`src/rtl/mem_port_arbiter_pkg.sv`:
```
// Shared definitions for the memory data-port arbiter:
// memory write/size codes, FSM state encoding and owner identifiers.
package mem_port_arbiter_pkg;

    localparam logic [1:0] MEM_WR_NONE = 2'b00;
    localparam logic [1:0] MEM_WR_BYTE = 2'b01;
    localparam logic [1:0] MEM_WR_HALF = 2'b10;
    localparam logic [1:0] MEM_WR_WORD = 2'b11;

    typedef enum logic [1:0] {
        ARB_IDLE   = 2'd0,
        ARB_ACCESS = 2'd1,
        ARB_RESP   = 2'd2
    } arb_state_t;

    localparam logic ARB_OWNER_C = 1'b0;
    localparam logic ARB_OWNER_L = 1'b1;

endpackage

```
`src/rtl/mem_port_arbiter_arb_pick.sv`:
```
// Two-input request selector: a lone requester wins outright,
// a tie goes to the port named by the pointer input.
module arb_pick
    import mem_port_arbiter_pkg::*;
(
    input  logic c_req,
    input  logic l_req,
    input  logic pointer,
    output logic grant_valid,
    output logic grant_id
);

    // Pick the winner among the active requests.
    always_comb begin
        grant_valid = c_req | l_req;
        grant_id    = ARB_OWNER_C;
        if (c_req && l_req) begin
            grant_id = pointer;
        end else if (l_req) begin
            grant_id = ARB_OWNER_L;
        end
    end

endmodule

```
`src/rtl/mem_port_arbiter.sv`:
```
// Serialises CPU (C) and loader (L) accesses onto the single memory data port.
// Define MEM_ARB_RR_EN for round-robin ties; otherwise C always wins ties.
module mem_port_arbiter
    import mem_port_arbiter_pkg::*;
#(
    parameter int AW = 32,
    parameter int DW = 32
) (
    input  logic          CLK,
    input  logic          RST,
    input  logic          C_REQ,
    input  logic [1:0]    C_WR,
    input  logic [AW-1:0] C_ADDR,
    input  logic [DW-1:0] C_DATA,
    output logic          C_ACK,
    output logic [DW-1:0] C_RDATA,
    input  logic          L_REQ,
    input  logic [1:0]    L_WR,
    input  logic [AW-1:0] L_ADDR,
    input  logic [DW-1:0] L_DATA,
    output logic          L_ACK,
    output logic [DW-1:0] L_RDATA,
    output logic [1:0]    M_WR,
    output logic [AW-1:0] M_IN_ADDR,
    output logic [AW-1:0] M_OUT_ADDR,
    output logic [DW-1:0] M_D_IN,
    input  logic [DW-1:0] M_D_OUT,
    output logic          BUSY,
    output logic          OWNER
);

    arb_state_t    state_q;
    arb_state_t    state_d;
    logic          owner_q;
    logic [1:0]    lat_wr;
    logic [AW-1:0] lat_addr;
    logic [DW-1:0] lat_data;
    logic [DW-1:0] c_rdata_q;
    logic [DW-1:0] l_rdata_q;
    logic          grant_valid;
    logic          grant_id;
    logic          grant;
    logic          rr_ptr;

    assign grant = (state_q == ARB_IDLE) && grant_valid;

`ifdef MEM_ARB_RR_EN
    // After each grant, point the tie-break at the port that did not win.
    always_ff @(posedge CLK) begin
        if (RST) begin
            rr_ptr <= ARB_OWNER_C;
        end else if (grant) begin
            rr_ptr <= ~grant_id;
        end
    end
`else
    assign rr_ptr = ARB_OWNER_C;
`endif

    arb_pick u_pick (
        .c_req       (C_REQ),
        .l_req       (L_REQ),
        .pointer     (rr_ptr),
        .grant_valid (grant_valid),
        .grant_id    (grant_id)
    );

    // FSM state register.
    always_ff @(posedge CLK) begin
        if (RST) begin
            state_q <= ARB_IDLE;
        end else begin
            state_q <= state_d;
        end
    end

    // Capture the winner's request at the grant edge so later input changes are ignored.
    always_ff @(posedge CLK) begin
        if (RST) begin
            owner_q  <= ARB_OWNER_C;
            lat_wr   <= MEM_WR_NONE;
            lat_addr <= '0;
            lat_data <= '0;
        end else if (grant) begin
            owner_q <= grant_id;
            if (grant_id == ARB_OWNER_L) begin
                lat_wr   <= L_WR;
                lat_addr <= L_ADDR;
                lat_data <= L_DATA;
            end else begin
                lat_wr   <= C_WR;
                lat_addr <= C_ADDR;
                lat_data <= C_DATA;
            end
        end
    end

    // Keep the owner's read data after its ACK cycle; the other port holds its value.
    always_ff @(posedge CLK) begin
        if (RST) begin
            c_rdata_q <= '0;
            l_rdata_q <= '0;
        end else if (state_q == ARB_RESP) begin
            if (owner_q == ARB_OWNER_L) begin
                l_rdata_q <= M_D_OUT;
            end else begin
                c_rdata_q <= M_D_OUT;
            end
        end
    end

    // Next-state logic: one ACCESS and one RESP cycle per grant.
    always_comb begin
        state_d = state_q;
        unique case (state_q)
            ARB_IDLE:   if (grant_valid) state_d = ARB_ACCESS;
            ARB_ACCESS: state_d = ARB_RESP;
            ARB_RESP:   state_d = ARB_IDLE;
            default:    state_d = ARB_IDLE;
        endcase
    end

    // Outputs: write code only in ACCESS, ACK and live read data only in RESP.
    always_comb begin
        M_WR       = MEM_WR_NONE;
        M_IN_ADDR  = lat_addr;
        M_OUT_ADDR = lat_addr;
        M_D_IN     = lat_data;
        C_ACK      = 1'b0;
        L_ACK      = 1'b0;
        C_RDATA    = c_rdata_q;
        L_RDATA    = l_rdata_q;
        BUSY       = (state_q != ARB_IDLE);
        OWNER      = owner_q;
        unique case (state_q)
            ARB_ACCESS: M_WR = lat_wr;
            ARB_RESP: begin
                if (owner_q == ARB_OWNER_L) begin
                    L_ACK   = 1'b1;
                    L_RDATA = M_D_OUT;
                end else begin
                    C_ACK   = 1'b1;
                    C_RDATA = M_D_OUT;
                end
            end
            default: ;
        endcase
    end

endmodule
```
`config.mk`:
```
export PLATFORM = sky130hd
export DESIGN_NAME = mem_port_arbiter
export DESIGN_NICKNAME = d
export VERILOG_FILES = /design/src/rtl/mem_port_arbiter_pkg.sv /design/src/rtl/mem_port_arbiter_arb_pick.sv /design/src/rtl/mem_port_arbiter.sv
export SDC_FILE = /design/constraint.sdc
export NUM_CORES = 1
export LEC_CHECK = 0
export CORE_MARGIN = 3
export CORE_UTILIZATION = 38
export DETAILED_ROUTE_END_ITERATION = 6
export GPL_ROUTABILITY_DRIVEN = 0
export MAX_ROUTING_LAYER = met4
export PLACE_DENSITY = 0.8
export SYNTH_ARGS = -nofsm -noshare
export SYNTH_HDL_FRONTEND = slang
export SYNTH_SLANG_ARGS = --single-unit
```
`constraint.sdc`:
```
create_clock -name CLK -period 2.35 [get_ports CLK]
set_clock_uncertainty 0.1 [all_clocks]
set_input_delay 0.5875 -clock CLK [delete_from_list [all_inputs] [get_ports CLK]]
set_output_delay 0.5875 -clock CLK [all_outputs]
set_load 0.02 [all_outputs]
```
==> flow_summary.ini, run 1 <==
[placement]
port_buffers = 333
dpl-instance-area_um2 = 9101
detailed_place_hpwl_mm = 13.67
dp_worst_setup_slack_ns = -0.2220

[synth]
syn_inst = 629
ys_seq_elements = 133
net_count_after_synthesis = 797
synth.lib_cells_used.distinct = 21
synth.yosys.warnings = 0
yosys.area.top_type = sky130_fd_sc_hd__dfxtp_1
post_synth_instance_area_um2 = 5777
synth_area_leaders = sky130_fd_sc_hd__dfxtp_1 46%, sky130_fd_sc_hd__mux2_2 12%, sky130_fd_sc_hd__a311oi_1 10%
yosys.area.top_type_share_pct = 46.09
syn_area_per_cell_um2 = 9.184
synth.yosys.seq_area_share_pct = 46.09

[critical_path]
critPathMaxFanout = 8
timing.critical_path.arrival_ns = 1.84
setup.worst_path.class = flip-flop to primary output
timing.critical_path.required_ns = 1.66
end_kind = primary output
timing.critical_path.from_type = flip-flop

[outcome]
status = complete, but fails checks
failed_checks = setup timing

[final_layout]
insertedDiodeCount = 0
post_route_cells_drive_above_1_share_pct = 22.28
nNetsFinal = 1102
layout.cells.most_common = sky130_fd_sc_hd__clkdlybuf4s50_1
fin_area_um2 = 10260
filler_cell_count = 1097
layout.cells.most_common_list = 263 x sky130_fd_sc_hd__clkdlybuf4s50_1, 133 x sky130_fd_sc_hd__nand2_1, 130 x sky130_fd_sc_hd__dfxtp_1
area_growth_pct = 77.60

[sta]
timing_max_transition_violations_final = 0
postLayoutSetupSlackWorst_ns = -0.1726
timing.hold.ws_ns = 0.4200
report.final.hold_viol_count = 0
final_min_period_over_clock_period_pct = 107.3
rsz0062_at_grt = true
post-route-min-period_ns = 2.523
finalSetupTns_ns = -6.204
setup_viol = 60
slew_at_the_pin_closest_to_its_max_slew_limit_ns = 0.7428
headroom_to_the_max_slew_limit_pct = 50.48
timing.fmax_mhz = 396.4

[job]
max_cap_violations = 0

[grt]
grt_max_degree = 68
grt_antenna_before_repair = 0
vias_in_the_first_global_route = 5484
grt_first_pass_wirelength_mm = 29.91
grt_overflow = 0
groute.usage.overall_pct = 23.99

[floorplanning]
rows = 44
die_area_um2 = 16720
design.core.area_um2 = 14700
ioPinCount = 334
initial_core_util_pct = 39.30
chipHeight_um = 129.3
fp.dieW_um = 129.3

[clocking]
cts_max_level = 4
cts_num_sinks = 133
cts_tree = built
clk_transition_reported_paths_ns = 0.06
cts_made_buffers = 17
cts.path.max_buffers = 2
clock_insertion_delay_worst_skew_ns = 0.41
hold_buffers = 0
clock_root_buffer_master = sky130_fd_sc_hd__clkbuf_16

[detailed_routing]
firstDrtPassIters = 4
wirelength_mm = 21.68
drc_errors = 0
drtIter0Drc = 364
wire_per_inst_um = 19.17
vias = 5771
drt-vias-per-instance = 5.103
drtAntennaViolNets = 0

[power]
p_per_area_nw_per_um2 = 667.1
static-leakage-power_uw = 0.004267
totalPowerFinal_uw = 6844
vdd.ir_drop.worst_v = 0.0004883

[min_path]
tightest_hold_check_type = flip-flop to flip-flop
-- area by class of cell --
type                            count  area [um^2]  share of cell area (%)
Tap cell                          184        230.2                   2.244
Clock inverter                     12        128.9                   1.256
Timing Repair Buffer              373         3925                   38.26
Inverter                            2        7.507                 0.07317
Sequential cell                   133         2666                   25.99
Multi-Input combinational cell    407         2845                   27.73
Clock buffer                       20        456.7                   4.451
-- state kept, by name, indices dropped and copies added, names as in the netlist --
name,flops
OWNER,1
l_rdata_q,32
c_rdata_q,32
M_IN_ADDR,32
state_q,2
M_D_IN,32
lat_wr,2
-- layer usage --
layer / global-route usage, % / part of all wire, % / up-vias
met4: 6.980 / 1.4 / 0
li1: - / - / 2777
met5: - / 0 / -
met3: 8.038 / 8.2 / 24
met1: 25.39 / 38 / 2709
met2: 42.53 / 52 / 261
-- Yosys cell counts --
| library cell | number |
|---|---|
| sky130_fd_sc_hd__buf_1 | 4 |
| sky130_fd_sc_hd__o21ai_0 | 1 |
| sky130_fd_sc_hd__nor3b_4 | 1 |
| sky130_fd_sc_hd__buf_4 | 35 |
| sky130_fd_sc_hd__mux2_1 | 3 |
| sky130_fd_sc_hd__nor2_1 | 3 |
| sky130_fd_sc_hd__buf_2 | 19 |
| sky130_fd_sc_hd__or2_2 | 1 |
| sky130_fd_sc_hd__a311oi_1 | 66 |
| sky130_fd_sc_hd__mux2_2 | 61 |
| sky130_fd_sc_hd__dfxtp_1 | 133 |
| sky130_fd_sc_hd__and3b_1 | 2 |
| sky130_fd_sc_hd__a21oi_1 | 67 |
| sky130_fd_sc_hd__nand3b_1 | 1 |
| sky130_fd_sc_hd__inv_1 | 2 |
| sky130_fd_sc_hd__clkbuf_1 | 29 |
| sky130_fd_sc_hd__nor2b_1 | 65 |
| sky130_fd_sc_hd__nor3b_1 | 1 |
| sky130_fd_sc_hd__nand2b_1 | 1 |
| sky130_fd_sc_hd__nand2_1 | 133 |
| sky130_fd_sc_hd__nor3_1 | 1 |
-- cell families (layout without fill, tap and decap cells) --
kind of cell,Yosys count,in the layout,synth area share [%]
AO/OA/AOI/OAI,134,134,15.90
buffers and inverters,89,407,8.469
flip-flops,133,133,46.09
multiplexers,64,64,12.48
AND/OR/NAND/NOR,209,209,17.07
-- repair_timing --
action | CTS | global route
buffers inserted | 15 | 5
pin swaps | 1 | 0
setup endpoints to repair | 69 | 66
cloned | 4 | 3
resized for setup | 396 | 62
-- report_power, final --
group	total [uW]	internal (uW)	switching [uW]
Sequential	2520	2420	105
Combinational	1700	891	813
Clock	2620	1610	1010
Total	6840	4920	1920
-- worst paths after layout --
path / to / cells past startpoint / slack [ns] / startpoint
worst min-delay path: M_D_IN[21] / 2 / 0.42 / M_D_IN[21]
worst max-delay path: C_RDATA[20] / 5 / -0.17 / state_q[1]
worst max register to register: M_IN_ADDR[16] / 5 / 0.53 / state_q[1]
worst min register to register: M_D_IN[21] / 2 / 0.42 / M_D_IN[21]
-- per-stage QoR --
stage                     util [%]  cells
after floorplan                  -    629
final                        69.80   1131
after CTS                    68.06   1126
after global placement       61.92   1075
after global routing         69.80   1131
after detailed placement     61.92   1075
-- critical path, cell delays in order, from the launching register on --
cell	delay, ns
sky130_fd_sc_hd__dfxtp_2	0.34
sky130_fd_sc_hd__nor3b_4	0.21
sky130_fd_sc_hd__buf_4	0.18
sky130_fd_sc_hd__clkbuf_16	0.16
sky130_fd_sc_hd__mux2_2	0.35
sky130_fd_sc_hd__buf_4	0.17
Power figures use the tool's default switching activity.
==> inputs of run 2 (changes only) <==
--- a/config.mk
+++ b/config.mk
@@ -5,12 +5,14 @@
 export SDC_FILE = /design/constraint.sdc
 export NUM_CORES = 1
 export LEC_CHECK = 0
-export CORE_MARGIN = 3
-export CORE_UTILIZATION = 38
+export CORE_AREA = 3 3 130 132
 export DETAILED_ROUTE_END_ITERATION = 6
+export DIE_AREA = 0 0 133 135
 export GPL_ROUTABILITY_DRIVEN = 0
+export GPL_TIMING_DRIVEN = 0
 export MAX_ROUTING_LAYER = met4
-export PLACE_DENSITY = 0.8
+export PLACE_DENSITY = 0.77
+export RECOVER_POWER = 50
 export SYNTH_ARGS = -nofsm -noshare
 export SYNTH_HDL_FRONTEND = slang
 export SYNTH_SLANG_ARGS = --single-unit
==> constraint.sdc (replaced) <==
create_clock -name CLK -period 2.99 [get_ports CLK]
set_clock_uncertainty 0.1 [all_clocks]
set_input_delay 0.7475 -clock CLK [delete_from_list [all_inputs] [get_ports CLK]]
set_output_delay 0.7475 -clock CLK [all_outputs]
set_load 0.02 [all_outputs]
==> flow_summary.ini, run 2 (synthesized netlist as in run 1, its figures left out) <==
[outcome]
status = finished, final reports clean

[critical_path]
crit-reg2reg-launch = state_q[0]
setup.worst_path.class = primary input to primary output
worst_path_cell_with_the_longest_stage_delay = sky130_fd_sc_hd__clkdlybuf4s50_1
worst_path_most_repeated_cell = sky130_fd_sc_hd__clkdlybuf4s50_1
end_kind = primary output
timing.critical_path.arrival_ns = 2.05
critical-path-max-stage-delay_ns = 0.63
buf_inv_on_cp = 2
crit_chain = clkdlybuf4s50_1, mux2_2, clkdlybuf4s50_1
timing.critical_path.max_delay_family = buffers and inverters
setup.reg_to_reg.worst_slack_ns = 1.07
critical_path.reg2reg.endpoint = M_IN_ADDR[11]
r2r_cells = 6
timing.critical_path.from_type = primary input
critPathMaxFanout = 2
timing.critical_path.required_ns = 2.14

[sta]
timing_max_transition_violations_final = 0
final_min_period_over_clock_period_pct = 97.06
report.final.hold_viol_count = 0
finalSetupTns_ns = 0
slew_at_the_pin_closest_to_its_max_slew_limit_ns = 0.6333
rsz0062_at_grt = false
headroom_to_the_max_slew_limit_pct = 57.78
timing.fmax_mhz = 344.6
post-route-min-period_ns = 2.902
setup_viol = 0

[floorplanning]
design.core.area_um2 = 15830
rows = 46
initial_core_util_pct = 36.50
chipHeight_um = 135
ioPinCount = 334
fp.dieW_um = 133
die_area_um2 = 17960

[power]
vdd.ir_drop.worst_v = 0.0004011
p_per_area_nw_per_um2 = 535.1
static-leakage-power_uw = 0.004366
totalPowerFinal_uw = 5309

[min_path]
hold_path_end = state_q[1]
hold_path_startpoint = state_q[1]
hold_path_depth = 1
tightest_hold_check_type = flip-flop to flip-flop

[placement]
dpl.cell_count = 1177
dpl-instance-area_um2 = 9370
port_buffers = 332
detailed_place_hpwl_mm = 16.03

[clocking]
clock_insertion_delay_worst_skew_ns = 0.41
cts_tree = built
clock_root_buffer_master = sky130_fd_sc_hd__clkbuf_16
cts_made_buffers = 17
cts_max_level = 4
cts.path.max_buffers = 2
cts_num_sinks = 133
clk_transition_reported_paths_ns = 0.05

[grt]
groute.usage.overall_pct = 22.58
grt_first_pass_wirelength_mm = 31.15
grt_max_degree = 17
grt_overflow = 0
vias_in_the_first_global_route = 5752
grt_antenna_before_repair = 1

[detailed_routing]
firstDrtPassIters = 4
drc_errors = 0
vias = 5867
drtAntennaViolNets = 0
wire_per_inst_um = 16.91
drtIter0Drc = 288
drt-vias-per-instance = 4.833
wirelength_mm = 20.53

[final_layout]
nNetsFinal = 1153
area_growth_pct = 71.76
post_route_cells_drive_above_1_share_pct = 14.14
layout.cells.most_common_list = 216 x sky130_fd_sc_hd__clkdlybuf4s50_1, 133 x sky130_fd_sc_hd__nand2_1, 131 x sky130_fd_sc_hd__dfxtp_1
layout.cells.most_common = sky130_fd_sc_hd__clkdlybuf4s50_1
finalNonFillerCells = 1214
utilization_pct = 62.69
fin_area_um2 = 9922

[job]
max_cap_violations = 0
run 2: layer usage:
| layer | vias to the layer above | share of wire (%) | global-route usage, % |
|---|---|---|---|
| met5 | - | 0 | - |
| met4 | 0 | 1.7 | 5.600 |
| met3 | 30 | 7.5 | 7.154 |
| met2 | 244 | 51 | 39.02 |
| met1 | 2709 | 40 | 25.49 |
| li1 | 2884 | - | - |
run 2: how the worst max path moves through the flow:
stage,startpoint,endpoint,slack [ns],cells after the start
5_1_grt,state_q[1],C_RDATA[20],0.006,5
2_1_floorplan,OWNER,C_RDATA[22],0.80,3
6_report,M_D_OUT[31],C_RDATA[31],0.09,3
4_1_cts,state_q[0],L_RDATA[1],0.01,5
3_5_place_dp,state_q[0],L_RDATA[20],0.03,4
3_3_place_gp,state_q[0],L_RDATA[20],0.02,4
run 2: final cells by class:
type	count	area, um^2
clock inverter	12	130.1
buffer	87	493.0
sequential	133	2665
fill	1389	5906
timing repair buffer	337	3286
antenna	1	2.502
tap	216	270.3
inverter	2	7.507
clock buffer	19	442.9
multi-input combinational	407	2625
run 2: timing repair:
item,4_1_cts,5_1_grt
resized for setup,68,2
hold buffers,0,0
setup endpoints to repair,66,31
setup buffers,5,0
run 2: where the power goes:
part	total, uW	switching [uW]	internal (uW)
registers	1980	80.3	1900
clock network	2040	793	1240
logic	1290	628	664
run 2: per-stage QoR:
stage	setup WS (ns)	hold slack (ns)
finish	0.08791	0.3668
global route	0.006185	0.3939
global placement	0.02233	0.4058
detailed placement	0.02857	0.4124
CTS	0.01077	0.4202
floorplan	0.8037	0.3712
